### src/rtl/uart_transmit.sv
// -----------------------------------------------------------------------------
// uart_transmit
//
// 8N1 asynchronous serial transmitter. Bytes are queued in a small FIFO and
// shifted out LSB first, framed by one start bit (0) and stopbits stop bits
// (1). Bit timing is counted in clock cycles, so a receiver built with the
// same clockperbit loops back directly.
//
// Parameters
//   clockperbit : clock cycles per serial bit (>= 2)
//   stopbits    : stop bits per frame (1 or 2)
//   fifodepth   : FIFO entries (power of 2, >= 2)
//
// Ports
//   clock    in   system clock, rising edge
//   reset    in   asynchronous reset, active low
//   txdata   in   byte to send
//   txstart  in   valid strobe for txdata
//   txready  out  FIFO not full
//   tx       out  registered serial line, idles high
//   txbusy   out  a frame (start..stop) is being driven
//   txfinish out  FIFO empty and transmitter idle
//
// Handshake: txdata is written into the FIFO on a rising edge where
// txstart && txready. txready depends only on the FIFO fill level, never on
// txstart, so a source may hold txstart high and wait for txready. When
// txready is low the offered byte is ignored and must be offered again.
// -----------------------------------------------------------------------------
module uart_transmit #(
   parameter int clockperbit = 10,
   parameter int stopbits    = 1,
   parameter int fifodepth   = 4
) (
   input  logic       clock,
   input  logic       reset,
   input  logic [7:0] txdata,
   input  logic       txstart,
   output logic       txready,
   output logic       tx,
   output logic       txbusy,
   output logic       txfinish
);

   // The stop period is the longest interval the timer has to count, so it
   // sets the timer width; a single bit period always fits as well.
   localparam int STOP_CYCLES = clockperbit * stopbits;
   localparam int TW          = $clog2(STOP_CYCLES);
   localparam int AW          = $clog2(fifodepth);
   localparam int CW          = AW + 1;

   localparam logic [TW-1:0] BIT_RELOAD  = TW'(clockperbit - 1);
   localparam logic [TW-1:0] STOP_RELOAD = TW'(STOP_CYCLES - 1);
   localparam logic [CW-1:0] FULL_COUNT  = CW'(fifodepth);

   typedef enum logic [1:0] {
      IDLE  = 2'd0,
      START = 2'd1,
      DATA  = 2'd2,
      STOP  = 2'd3
   } state_t;

   // ---------------------------------------------------------------------------
   // FIFO
   // ---------------------------------------------------------------------------
   logic [7:0]    mem_q [fifodepth];
   logic [AW-1:0] wr_ptr_q;
   logic [AW-1:0] rd_ptr_q;
   logic [CW-1:0] count_q;
   logic          push;
   logic          pop;
   logic [7:0]    head;

   assign txready = (count_q != FULL_COUNT);
   // A push while full is dropped here, even if the FSM pops in the same cycle.
   assign push    = txstart && txready;
   assign head    = mem_q[rd_ptr_q];

   always_ff @(posedge clock or negedge reset) begin
      if (!reset) begin
         wr_ptr_q <= '0;
         rd_ptr_q <= '0;
         count_q  <= '0;
      end else begin
         // Pointers wrap naturally because fifodepth is a power of 2.
         if (push) begin
            wr_ptr_q <= wr_ptr_q + 1'b1;
         end
         if (pop) begin
            rd_ptr_q <= rd_ptr_q + 1'b1;
         end
         case ({push, pop})
            2'b10:   count_q <= count_q + 1'b1;
            2'b01:   count_q <= count_q - 1'b1;
            default: count_q <= count_q;
         endcase
      end
   end

   // Storage carries no reset: an entry is only read after it was written.
   always_ff @(posedge clock) begin
      if (push) begin
         mem_q[wr_ptr_q] <= txdata;
      end
   end

   // ---------------------------------------------------------------------------
   // Serializer FSM
   // ---------------------------------------------------------------------------
   state_t        state_q;
   logic [TW-1:0] timer_q;
   logic [2:0]    index_q;
   logic [7:0]    shift_q;
   logic          tx_q;

   // A byte leaves the FIFO either from IDLE or at the very end of a stop
   // period; the latter gives back-to-back frames with no idle gap.
   always_comb begin
      pop = 1'b0;
      if (count_q != '0) begin
         if (state_q == IDLE) begin
            pop = 1'b1;
         end else if ((state_q == STOP) && (timer_q == '0)) begin
            pop = 1'b1;
         end
      end
   end

   always_ff @(posedge clock or negedge reset) begin
      if (!reset) begin
         state_q <= IDLE;
         timer_q <= '0;
         index_q <= '0;
         shift_q <= '0;
         tx_q    <= 1'b1;
      end else begin
         case (state_q)
            IDLE: begin
               if (pop) begin
                  shift_q <= head;
                  tx_q    <= 1'b0;
                  timer_q <= BIT_RELOAD;
                  state_q <= START;
               end else begin
                  tx_q <= 1'b1;
               end
            end

            START: begin
               if (timer_q == '0) begin
                  tx_q    <= shift_q[0];
                  index_q <= '0;
                  timer_q <= BIT_RELOAD;
                  state_q <= DATA;
               end else begin
                  timer_q <= timer_q - 1'b1;
               end
            end

            DATA: begin
               if (timer_q == '0) begin
                  if (index_q != 3'd7) begin
                     // shift_q[0] is on the line now; shift_q[1] goes next.
                     shift_q <= {1'b0, shift_q[7:1]};
                     tx_q    <= shift_q[1];
                     index_q <= index_q + 3'd1;
                     timer_q <= BIT_RELOAD;
                  end else begin
                     tx_q    <= 1'b1;
                     timer_q <= STOP_RELOAD;
                     state_q <= STOP;
                  end
               end else begin
                  timer_q <= timer_q - 1'b1;
               end
            end

            STOP: begin
               if (timer_q == '0) begin
                  if (pop) begin
                     shift_q <= head;
                     tx_q    <= 1'b0;
                     timer_q <= BIT_RELOAD;
                     state_q <= START;
                  end else begin
                     state_q <= IDLE;
                  end
               end else begin
                  timer_q <= timer_q - 1'b1;
               end
            end

            default: begin
               state_q <= IDLE;
               tx_q    <= 1'b1;
            end
         endcase
      end
   end

   assign tx       = tx_q;
   assign txbusy   = (state_q != IDLE);
   assign txfinish = (state_q == IDLE) && (count_q == '0);

endmodule

### config.mk
export PLATFORM = sky130hd
export DESIGN_NAME = uart_transmit
export DESIGN_NICKNAME = d
export VERILOG_FILES = /design/src/rtl/uart_transmit.sv
export SDC_FILE = /design/constraint.sdc
export NUM_CORES = 1
export LEC_CHECK = 0
export ABC_CLOCK_PERIOD_IN_PS = 3150
export CORE_ASPECT_RATIO = 1.4
export CORE_MARGIN = 5
export CORE_UTILIZATION = 59
export DETAILED_ROUTE_END_ITERATION = 6
export PLACE_DENSITY = 0.88
export SLEW_MARGIN = 5
export SYNTH_ARGS = -nofsm -noshare
export SYNTH_HDL_FRONTEND = slang
export SYNTH_SLANG_ARGS = --single-unit
### constraint.sdc
create_clock -name clock -period 3.15 [get_ports clock]
set_input_delay 0.7875 -clock clock [delete_from_list [all_inputs] [get_ports clock]]
set_output_delay 0.7875 -clock clock [all_outputs]
set_load 0.05 [all_outputs]
==> impl_metrics.py <==
metrics = {
    "timing": {
        "hold_viol_final": 0,
        "fin_ws_ns": 0.191,
        "skew_ns": 0.00595,
        "fmax_mhz": 338,
        "rsz0062_at_grt": "false",
        "fin_tns_setup_ns": 0,
        "fin_crit_ns": 2.96,
        "tightest_slew_ns": 0.709,
        "setup_violations": 0,
        "drv_slew": 0,
        "slew_headroom_pct": 52.7,
        "final.period_utilization_pct": 93.9,
    },
    "clock_tree": {
        "cts-resized-gates": 0,
        "cts_buffers": 9,
        "postCtsHoldBufs": 0,
        "cts_tree": "done",
        "cts_buffer_depth": 2,
        "cts_setup_buffers": 0,
        "htreeDepth": 3,
        "numClockSinks": 57,
        "clock_latency_ns": 0.34,
        "clkSlewWorstSetupHoldPaths_ns": 0.06,
        "clockRootBuffer": "clkbuf_8",
    },
    "yosys": {
        "yosysSeqAreaShare_pct": 58.3,
        "ys_warn_count": 0,
        "synth_ff_type": "edfxtp_1",
        "syn_inst": 188,
        "synthArstFlopShare_pct": 43.9,
        "synth_edf_count": 32,
        "synthDistinctLibCells": 47,
        "avgSynthCellArea_sq_um": 14.5,
        "syn-num-nets": 212,
        "ys_ff_latch": 57,
        "syn_area_sq_mm": 0.00272,
    },
    "place": {
        "portBuffers": 14,
        "routabilityCongestion": 0.838,
        "placed_area_sq_mm": 0.00292,
        "post-place-ws_ns": 0.529,
        "dp.final_hpwl_um": 3110,
    },
    "route": {
        "drt_wl_total_um": 4450,
        "viasPerCell": 5.63,
        "drt-pass1-iter-count": 4,
        "routedWlPerCell_um": 16.1,
        "drt_iter0_drc": 109,
        "via_count": 1554,
        "drtAntennaViolNets": 0,
        "drcViolationCount": 0,
    },
    "floorplanning": {
        "initial_core_util_pct": 60.5,
        "core-area_sq_mm": 0.00450,
        "io_pins": 15,
        "rows": 29,
        "dieHeight_um": 90.4,
        "die_area_sq_mm": 0.00609,
        "die_w_um": 67.4,
    },
    "cells_and_area": {
        "diodes": 0,
        "fillCellCount": 327,
        "nNetsFinal": 233,
        "layout_commonest_cell": "edfxtp_1",
        "final_cell_mix": "32 x edfxtp_1, 24 x dfrtp_1, 13 x inv_1, 13 x clkdlybuf4s50_1, 12 x ha_1",
        "syn_to_final_growth_pct": 16.2,
        "layout-drive-gt1-share_pct": 23.4,
        "final_area_sq_mm": 0.00316,
    },
    "outcome": {
        "status": "completed",
    },
    "global_routing": {
        "first_global_vias": 1634,
        "grt_max_degree": 26,
        "antenna_found_initial": 0,
        "grt_pass1_wl_um": 7770,
        "grt_use_total_pct": 17.2,
        "overflow": 0,
    },
    "worst_setup_path": {
        "timing.critical_path.buf_inv": 3,
        "cp_data_arrival_time_ns": 2.17,
        "required_ns": 2.36,
        "crit_top_cell": "inv_1",
        "critPathKind": "reg2out",
        "reg2regPathDepth": 10,
        "crit_end": "txbusy",
        "cp_slowest_stage_delay_ns": 0.82,
        "slowest_stage": "clkdlybuf4s50_1",
        "r2r_slack_ns": 0.49,
        "start_kind": "flip-flop",
        "r2r-start": "state_q[0]",
        "worst-path-stages": 4,
        "critPathTopFamily": "buffers and inverters",
        "regToRegEndpoint": "count_q[2]",
        "crit_start": "state_q[0]",
        "endpoint_kind": "output pin",
        "path_max_fanout": 12,
        "crit_chain": "inv_1, ha_1, inv_1, clkdlybuf4s50_1",
    },
    "power_and_ir_drop": {
        "power_mw": 2.10,
        "power.leakage_nw": 1.26,
        "peakVddDrop_mv": 0.544,
        "p_per_area_mw_per_mm2": 663,
    },
    "min_path": {
        "min_path_cells": 1,
        "hold_path.class": "reg2reg",
    },
    "job": {
        "cap_violations": 0,
    },
}
==> worst register-to-register path: cells and delay by family, from the launching register on <==
| family | cells | cell delay [ns] |
|---|---|---|
| XOR/XNOR | 2 | 0.30 |
| flip-flops | 1 | 0.41 |
| AO/OA/AOI/OAI | 1 | 0.38 |
| AND/OR/NAND/NOR | 1 | 0.13 |
| adder cells (fa/ha/maj) | 3 | 1.03 |
| buffers and inverters | 3 | 0.35 |
==> flip-flops by register name, indices dropped and copies added, names as in the netlist <==
register	flops
count_q	3
rd_ptr_q	2
state_q	2
wr_ptr_q	2
mem_q	32
tx	1
timer_q	4
shift_q	8
index_q	3
==> stage by stage <==
stage | std cells | hold slack (ns) | utilization (%)
floorplan | 188 | 0.476 | -
global placement | 260 | 0.490 | 64.9
detailed placement | 260 | 0.497 | 64.9
CTS | 276 | 0.517 | 70.3
global route | 276 | 0.536 | 70.3
finish | 276 | 0.518 | 70.3
==> Yosys cell counts, types with 2 or more instances <==
cell type / count / area (sq um)
a21o_1: 2 / 15.0
o21bai_1: 2 / 15.0
nor3_1: 4 / 20.0
a21oi_1: 7 / 35.0
ha_1: 12 / 150
mux4_2: 8 / 180
inv_1: 13 / 48.8
o31ai_1: 2 / 15.0
nand2_1: 10 / 37.5
a22o_1: 3 / 26.3
o21ai_0: 5 / 25.0
edfxtp_1: 32 / 961
clkbuf_1: 3 / 11.3
mux2_4: 8 / 120
dfrtp_1: 24 / 601
xor2_1: 3 / 26.3
nand3_1: 3 / 15.0
and3_1: 4 / 25.0
mux2_2: 9 / 101
xnor2_1: 3 / 26.3
nor2_1: 5 / 18.8
==> layer usage <==
layer,wire length [um],GRT usage [%],vias up
met3,208,5.85,4
met2,2400,26.8,31
met5,0,0,-
li1,-,-,743
met1,1800,21.0,776
met4,44,8.29,0
==> cell type report <==
cell class	count	area (sq um)	area share, %
clock buffer	9	124	3.92
timing repair buffer	17	160	5.07
sequential	57	1590	50.2
multi-input combinational	111	1050	33.1
clock inverter	7	118	3.72
inverter	13	48.8	1.54
tap	62	77.6	2.45
==> kinds of logic after synthesis <==
logic type	after synthesis	synth area share [%]
DFF	57	58.3
buffers and inverters	20	3.22
and+or+nand+nor	34	6.81
AOI/OAI and AO/OA	32	8.32
adders and majority gates	13	6.25
xor gates and xnor gates	6	1.93
muxes	26	15.1
==> power breakdown <==
part	internal [mW]	leakage [nW]	switching, mW
logic	0.128	0.558	0.179
clock network	0.525	0.114	0.295
registers	0.919	0.590	0.0487
==> how the worst min path moves through the flow <==
| stage | start | endpoint | slack [ns] |
|---|---|---|---|
| 2_1_floorplan | shift_q[2] | shift_q[2] | 0.48 |
| 3_3_place_gp | shift_q[2] | shift_q[2] | 0.49 |
| 3_5_place_dp | shift_q[4] | shift_q[4] | 0.50 |
| 4_1_cts | shift_q[6] | shift_q[6] | 0.52 |
| 5_1_grt | shift_q[2] | shift_q[2] | 0.54 |
| 6_report | shift_q[6] | shift_q[6] | 0.52 |
Note: power is estimated with default switching activity, not from simulation.
